--- config.mk ---
export PLATFORM = sky130hd
export DESIGN_NAME = philv_alu_stage
export DESIGN_NICKNAME = d
export VERILOG_FILES = /design/src/rtl/philv_alu_pkg.sv /design/src/rtl/alu.sv /design/src/rtl/alu_decoder.sv /design/src/rtl/doubleRegister.sv /design/src/rtl/philv_alu_stage.sv
export SDC_FILE = /design/constraint.sdc
export NUM_CORES = 1
export LEC_CHECK = 0
export ABC_AREA = 0
export CORE_ASPECT_RATIO = 0.6
export CORE_MARGIN = 2
export CORE_UTILIZATION = 30
export CTS_CLUSTER_DIAMETER = 80
export DETAILED_ROUTE_END_ITERATION = 7
export HOLD_SLACK_MARGIN = 0.12
export MAX_ROUTING_LAYER = met4
export PLACE_DENSITY_LB_ADDON = 0.3
export SETUP_SLACK_MARGIN = 0.3
export SYNTH_ARGS = -nofsm -noshare
export SYNTH_HDL_FRONTEND = slang
export SYNTH_SLANG_ARGS = --single-unit
--- constraint.sdc ---
create_clock -name clk -period 14.6 [get_ports clk]
set_input_delay 4.38 -clock clk [delete_from_list [all_inputs] [get_ports clk]]
set_output_delay 4.38 -clock clk [all_outputs]
set_load 0.005 [all_outputs]
--- src/rtl/philv_alu_pkg.sv ---
// Shared constants for the Philosophy-V execute-stage ALU slice:
// ALU function codes, funct3 encodings and the funct7 "alternate op" bit.
package philv_alu_pkg;

  localparam int ALU_FUNCT_WIDTH = 4;

  // ALU function codes (values 10..15 are unused and yield a zero result)
  localparam logic [ALU_FUNCT_WIDTH-1:0] ALU_ADD  = 4'd0;
  localparam logic [ALU_FUNCT_WIDTH-1:0] ALU_SUB  = 4'd1;
  localparam logic [ALU_FUNCT_WIDTH-1:0] ALU_SLL  = 4'd2;
  localparam logic [ALU_FUNCT_WIDTH-1:0] ALU_SLT  = 4'd3;
  localparam logic [ALU_FUNCT_WIDTH-1:0] ALU_SLTU = 4'd4;
  localparam logic [ALU_FUNCT_WIDTH-1:0] ALU_XOR  = 4'd5;
  localparam logic [ALU_FUNCT_WIDTH-1:0] ALU_SRL  = 4'd6;
  localparam logic [ALU_FUNCT_WIDTH-1:0] ALU_SRA  = 4'd7;
  localparam logic [ALU_FUNCT_WIDTH-1:0] ALU_OR   = 4'd8;
  localparam logic [ALU_FUNCT_WIDTH-1:0] ALU_AND  = 4'd9;

  // RV32I funct3 encodings for OP / OP-IMM
  localparam logic [2:0] F3_ADD_SUB = 3'b000;
  localparam logic [2:0] F3_SLL     = 3'b001;
  localparam logic [2:0] F3_SLT     = 3'b010;
  localparam logic [2:0] F3_SLTU    = 3'b011;
  localparam logic [2:0] F3_XOR     = 3'b100;
  localparam logic [2:0] F3_SRL_SRA = 3'b101;
  localparam logic [2:0] F3_OR      = 3'b110;
  localparam logic [2:0] F3_AND     = 3'b111;

  // funct7 bit that selects SUB over ADD and SRA over SRL
  localparam int FUNCT7_ALT_BIT = 5;

endpackage

--- src/rtl/alu.sv ---
// RV32I-style integer ALU, purely combinational.
// Arithmetic wraps modulo 2^N; shifts use only the low log2(N) bits of y.
module alu
  import philv_alu_pkg::*;
#(
  parameter int N = 32
) (
  input  logic [ALU_FUNCT_WIDTH-1:0] funct,
  input  logic [N-1:0]               x,
  input  logic [N-1:0]               y,
  output logic [N-1:0]               z
);

  localparam int SHW = $clog2(N);

  logic [SHW-1:0] shamt;
  logic           slt_flag;
  logic           sltu_flag;

  assign shamt     = y[SHW-1:0];
  assign slt_flag  = $signed(x) < $signed(y);
  assign sltu_flag = x < y;

  // Select the result for the current function code; unused codes give zero
  always_comb begin
    z = '0;
    case (funct)
      ALU_ADD:  z = x + y;
      ALU_SUB:  z = x - y;
      ALU_SLL:  z = x << shamt;
      ALU_SLT:  z = {{(N-1){1'b0}}, slt_flag};
      ALU_SLTU: z = {{(N-1){1'b0}}, sltu_flag};
      ALU_XOR:  z = x ^ y;
      ALU_SRL:  z = x >> shamt;
      ALU_SRA:  z = $unsigned($signed(x) >>> shamt);
      ALU_OR:   z = x | y;
      ALU_AND:  z = x & y;
      default:  z = '0;
    endcase
  end

endmodule

--- src/rtl/alu_decoder.sv ---
// Combinational funct3/funct7 -> ALU function code decoder.
// Only funct7[5] participates; the remaining funct7 bits are don't-care.
module alu_decoder
  import philv_alu_pkg::*;
(
  input  logic [2:0]                 funct3,
  input  logic [6:0]                 funct7,
  output logic [ALU_FUNCT_WIDTH-1:0] alu_funct
);

  logic alt_op;
  assign alt_op = funct7[FUNCT7_ALT_BIT];

  // Ignored funct7 bits, collected so they are visibly intentional.
  logic unused_funct7_bits;
  assign unused_funct7_bits = ^{funct7[6], funct7[4:0]};

  // Map funct3 (plus the alternate-op bit) onto the ALU code table
  always_comb begin
    alu_funct = ALU_ADD;
    case (funct3)
      F3_ADD_SUB: alu_funct = alt_op ? ALU_SUB : ALU_ADD;
      F3_SLL:     alu_funct = ALU_SLL;
      F3_SLT:     alu_funct = ALU_SLT;
      F3_SLTU:    alu_funct = ALU_SLTU;
      F3_XOR:     alu_funct = ALU_XOR;
      F3_SRL_SRA: alu_funct = alt_op ? ALU_SRA : ALU_SRL;
      F3_OR:      alu_funct = ALU_OR;
      F3_AND:     alu_funct = ALU_AND;
      default:    alu_funct = ALU_ADD;
    endcase
  end

endmodule

--- src/rtl/doubleRegister.sv ---
// Enabled operand register pair with synchronous active-high clear.
// Clear wins over load; with enable low both operands hold.
module doubleRegister #(
  parameter int BUS_WIDTH = 32
) (
  input  logic                 clk,
  input  logic                 rst,
  input  logic                 ena,
  input  logic [BUS_WIDTH-1:0] dA,
  input  logic [BUS_WIDTH-1:0] dB,
  output logic [BUS_WIDTH-1:0] qA,
  output logic [BUS_WIDTH-1:0] qB
);

  logic [BUS_WIDTH-1:0] qa_q, qa_d;
  logic [BUS_WIDTH-1:0] qb_q, qb_d;

  // Next operand values: load on enable, otherwise hold
  always_comb begin
    qa_d = qa_q;
    qb_d = qb_q;
    if (ena) begin
      qa_d = dA;
      qb_d = dB;
    end
  end

  // Operand state; clear takes priority over any load
  always_ff @(posedge clk) begin
    if (rst) begin
      qa_q <= '0;
      qb_q <= '0;
    end else begin
      qa_q <= qa_d;
      qb_q <= qb_d;
    end
  end

  assign qA = qa_q;
  assign qB = qb_q;

endmodule

--- src/rtl/philv_alu_stage.sv ---
// Philosophy-V execute-stage slice: registered operands feeding an ALU whose
// function is decoded combinationally from funct3/funct7. The function path
// has no register, so funct fields must be aligned with the registered operands.
module philv_alu_stage
  import philv_alu_pkg::*;
#(
  parameter int N = 32
) (
  input  logic                       clk,
  input  logic                       rst,
  input  logic                       ena,
  input  logic [2:0]                 funct3,
  input  logic [6:0]                 funct7,
  input  logic [N-1:0]               dA,
  input  logic [N-1:0]               dB,
  output logic [N-1:0]               qA,
  output logic [N-1:0]               qB,
  output logic [ALU_FUNCT_WIDTH-1:0] alu_funct,
  output logic [N-1:0]               c,
  output logic                       zero
);

  doubleRegister #(
    .BUS_WIDTH(N)
  ) u_operands (
    .clk (clk),
    .rst (rst),
    .ena (ena),
    .dA  (dA),
    .dB  (dB),
    .qA  (qA),
    .qB  (qB)
  );

  alu_decoder u_decoder (
    .funct3    (funct3),
    .funct7    (funct7),
    .alu_funct (alu_funct)
  );

  alu #(
    .N(N)
  ) u_alu (
    .funct (alu_funct),
    .x     (qA),
    .y     (qB),
    .z     (c)
  );

  assign zero = ~|c;

endmodule

# Yosys cells after proc, flatten, opt, wreduce, memory -nomap -nowiden
# Cells that the tools add are included.
[totals]
register_bits = 64
inputBits = 77
output_inout_bits = 101
wordCells = 36
[classes]
add_sub_neg = 2
magnitude_cmp = 2
eq_ne = 16
shifts = 3
n_mux = 4
n_bitwise = 3
reduce_logical = 4
[op_table]
columns = ["op", "count"]
rows = [
  ["$pmux 32 s10", 1],
  ["$lt 32x32->1", 2],
  ["$add 32x32->32", 1],
  ["$and 32x32->32", 1],
  ["$or 32x32->32", 1],
  ["$pmux 4 s8", 1],
  ["$reduce_or 32->1", 1],
  ["$shl 32x5->32", 1],
  ["$shr 32x5->32", 1],
  ["$sshr 32x5->32", 1],
  ["$sub 32x32->32", 1],
  ["$xor 32x32->32", 1],
  ["$eq 4x3->1 const B", 4],
  ["$eq 3x3->1 const B", 4],
  ["$eq 4x2->1 const B", 2],
  ["$eq 4x4->1 const B", 2],
  ["$eq 3x2->1 const B", 2],
  ["$eq 4x1->1 const B", 1],
  ["$logic_not 4->1", 1],
  ["$eq 3x1->1 const B", 1],
  ["$logic_not 3->1", 1],
  ["$mux 1", 2],
  ["$logic_not 1->1", 1],
]

# Longest topological paths before layout
[depth]
word_depth = 6
depth_mapped = 16

# By module
# From an unflattened synthesis, not the netlist that was laid out.
[hier_totals]
cells_unflattened = 1468
hier_area_um2 = 11004.3
[by_module_without_submodules]
columns = ["mod", "instances", "cells_each", "area_each_um2", "seq_area_each_um2"]
rows = [
  ["alu", 1, 1241, 8569.5, 0.0],
  ["doubleRegister", 1, 206, 2290.9, 1281.2],
  ["philv_alu_stage", 1, 11, 72.6, 0.0],
  ["alu_decoder", 1, 10, 71.3, 0.0],
]

# Worst setup path after synthesis
# OpenSTA, ideal clock, no wires.
[synth_timing]
path_type = "input to output"
start = "in funct3[0]"
end = "out zero"
arrival_time_ns = 6.946
setup_slack_ns = 3.274
path_stages = 12
n_path_buf = 5
path_cell_list = "buf_2 > buf_2 > clkbuf_1 > buf_2 > buf_2 > o21ai_0 > a22oi_1 > o221ai_1 > or4b_1 > nor4_1 > nand4_1 > nor4_2"
[synth_via]
elab_chain_cells = 6
word_cells_on_any_way = 22
cone_classes = "16 x eq/ne; 2 x mux; 4 x reduce/logical"
[synth_rtl]
columns = ["element", "line", "text"]
rows = [
  ["from (decl)", "philv_alu_stage.sv:12", "input logic [2:0] funct3,"],
  ["$eq 3x3->1 (tied with other cells)", "alu_decoder.sv:21", "case (funct3)"],
  ["$pmux 4 s8 *", "alu_decoder.sv:21", ""],
  ["$eq 4x4->1 (tied with other cells)", "alu.sv:27", "case (funct)"],
  ["$pmux 32 s10 *", "alu.sv:27", ""],
  ["named net c[6]", "philv_alu_stage.sv:19", "output logic [N-1:0] c,"],
  ["$reduce_or 32->1 *", "philv_alu_stage.sv:50", "assign zero = ~|c;"],
  ["$logic_not 1->1 *", "philv_alu_stage.sv:50", ""],
  ["to (decl)", "philv_alu_stage.sv:20", "output logic zero"],
]
# Mark *: on every way through the listed nets, which the timed path passes. The rest lies on a longest branch.

# Final worst setup path
[layout_timing]
start = "in funct3[1]"
end = "out zero"
[layout_via]
elab_chain_cells = 6
word_cells_on_any_way = 22
cone_classes = "16 x eq/ne; 2 x mux; 4 x reduce/logical"
[layout_rtl]
columns = ["element", "line"]
rows = [
  ["$eq 3x3->1 (tied with other cells)", "alu_decoder.sv:21"],
  ["$pmux 4 s8 *", "alu_decoder.sv:21"],
  ["$eq 4x4->1 (tied with other cells)", "alu.sv:27"],
  ["$pmux 32 s10 *", "alu.sv:27"],
  ["$reduce_or 32->1 *", "philv_alu_stage.sv:50"],
  ["$logic_not 1->1 *", "philv_alu_stage.sv:50"],
]
# Mark *: on every way between the ends. The rest lies on a longest branch, timed or not.

==> flow_summary.yaml <==
synth:
  synth_edf_count: 0
  ys_ff_latch: 64
  yosysSeqAreaShare_pct: 9.955
  yosysTopAreaCell: "mux2i_1"
  synthCells: 1701
  async_flop_share_pct: 0
  ys_warn_count: 0
  synthTopCellsByArea: "mux2i_1 (11%), mux4_2 (10%), dfxtp_1 (10%)"
  synth_top_area_share_pct: 11.04
  synth_top_flop_cell: "dfxtp_1"
  synth_cell_types: 90
  syn_area_mm2: 0.01287
  synth.net_count: 1877
  syn_area_per_cell_um2: 7.566
global_route:
  grt_max_degree: 73
  grtUsageTotal_pct: 31.63
  globalRouteOverflowTotal: 0
  grt_pass1_wl_um: 100500
  grt_pass1_vias: 13698
  antenna_found_initial: 3
sta:
  final.min_clock_period_ns: 13.81
  finClkSkew_ns: 0
  fin_crit_sh_pct: 94.59
  finalSetupTns_ns: 0
  rsz0062_at_grt: "no"
  max_freq_ghz: 0.07241
  hold_violations: 0
  setup_violations: 0
  slew_viol_final: 0
  tightest_slew_ns: 1.194
  slew_headroom_pct: 20.41
clock_tree:
  cts_tree: "done"
  post_cts_resized: 0
  htree_levels: 3
  clk_pin_slew_worst_paths_ns: 0.06
  cts_max_path_buffers: 2
  root_buffer: "clkbuf_16"
  cts_setup_buffers: 0
  numCtsBuffers: 9
  hold_buffers: 0
  cts_num_sinks: 64
  clock_latency_ns: 0.37
final_layout:
  drive_above_1_share_pct: 11.22
  multi_input_area_mm2: 0.01049
  layout_commonest_cell: "clkdlybuf4s50_1"
  seq_area_mm2: 0.001295
  syn_to_final_growth_pct: 19.89
  fin_area_mm2: 0.01543
  fin_nets: 1962
  final_cell_mix: "clkdlybuf4s50_1 (168), nor2_1 (165), mux2i_1 (142)"
  fillers: 4430
worst_setup_path:
  rr_worst_depth: 3
  critPathCaptureType: "primary output"
  regToRegSetupSlack_ns: 13.39
  required_ns: 10.22
  crit_path_max_fanout: 14
  arrival_ns: 9.43
  cp-start-kind: "primary input"
  critPathKind: "primary input to primary output"
run_status:
  outcome: "complete, no violations"
place:
  port_buffers: 171
  place_congestion: 1.038
  post_dp_cell_area_mm2: 0.01510
  dp_hpwl_um: 53500
power_and_ir_drop:
  switching_share_pct: 46.41
  ir_drop_mv: 0.04511
  leakage_nw: 5.919
  p_int_mw: 0.5521
  powerDensity_mw_per_mm2: 66.78
  power.share.combinational_pct: 54.3
  seqPwrFrac_pct: 21.1
  power.net_switching_mw: 0.4782
  p_clk_share_pct: 24.7
detailed_routing:
  via_count: 14857
  drt_iter0_markers: 2062
  drtAntennaViolNets: 0
  wl_per_cell_um: 29.67
  vias_per_cell: 6.290
  drcViolationCount: 0
  wl_um: 70070
  first_pass_iters: 6
hold_path:
  min_path_cells: 2
  hold_path_class: "register to register"
die:
  ios: 178
  die_h_um: 164.4
  dieArea_mm2: 0.04463
  die_x_um: 271.4
  start_util_pct: 30.58
  rows: 58
  coreArea_mm2: 0.04209
run:
  cap_violations: 0
per-stage QoR:
step	setup WS (ns)	hold WS (ns)	total power, mW	std cells	util (%)
2_1_floorplan	3.274	0.5329	0.5261	1701	-
3_3_place_gp	0.9751	0.5347	0.7607	2345	35.89
3_5_place_dp	1.004	0.5437	0.7607	2345	35.89
4_1_cts	0.9702	0.5615	1.019	2361	36.65
5_1_grt	0.6354	0.5902	1.075	2362	36.66
6_report	0.7894	0.5591	1.030	2362	36.66
path summary, 6_finish.rpt:
check                           to              from
hold reg to reg   u_operands.qB[7]  u_operands.qB[7]
setup / recovery              zero         funct3[1]
hold / removal    u_operands.qB[7]  u_operands.qB[7]
setup reg to reg  u_operands.qB[4]  u_operands.qB[4]
routing by layer:
layer,global-route usage [%],vias to the layer above,share of wire (%)
met3,6.761,71,11
met2,42.72,893,40
met4,6.194,0,1.9
met1,47.44,7366,48
li1,-,6527,-
met5,-,-,0
layout make-up:
type | instances | area share, %
Clock inverter | 6 | 0.4703
Inverter | 110 | 2.692
Multi-Input combinational cell | 1366 | 67.98
Sequential cell | 64 | 8.393
Timing Repair Buffer | 235 | 14.21
Clock buffer | 10 | 1.622
Antenna cell | 1 | 0.01622
Tap cell | 570 | 4.622
kinds of logic (layout without fill, tap and decap cells):
group / Yosys count / after routing / share of synthesized area (%)
compound gates: 485 / 485 / 26.38
xor+xnor: 13 / 13 / 0.8847
fa+ha+maj: 99 / 99 / 9.741
buf+inv: 271 / 361 / 8.565
flops: 64 / 64 / 9.955
mux: 227 / 227 / 24.02
other cells: 0 / 1 / 0
simple gates: 542 / 542 / 20.46
flip-flops by register name, summed over array words and instances, names as in the netlist:
signal         cells
u_operands.qB     32
u_operands.qA     32
power groups by stage:
stage               clock network (mW)  logic (mW)  registers [mW]
floorplan                            0       0.324           0.202
global placement                     0       0.541           0.220
detailed placement                   0       0.540           0.220
CTS                              0.260       0.543           0.216
global route                     0.266       0.590           0.219
finish                           0.254       0.559           0.217
synth_stat cells (27+ instances only):
cell type,number
buf_2,27
nand2_1,131
mux4_2,59
nor3_1,39
clkbuf_1,106
mux2i_1,142
nor2_1,166
dfxtp_1,64
a21oi_1,98
nand2b_1,29
inv_1,106
ha_1,97
nand3_1,45
o21ai_0,77
critical path: stages:
cell and delay [ns]:
clkdlybuf4s50_1 1.00, nand3b_1 0.45, nor2_1 0.22, a22o_1 0.25, o41ai_1 0.62, nand4_1 0.26
nor4_1 0.31, or4b_1 0.58, nor4_1 0.32, nand4_1 0.21, nor4_2 0.25, clkdlybuf4s50_1 0.54
(Power assumes the default switching activity.)
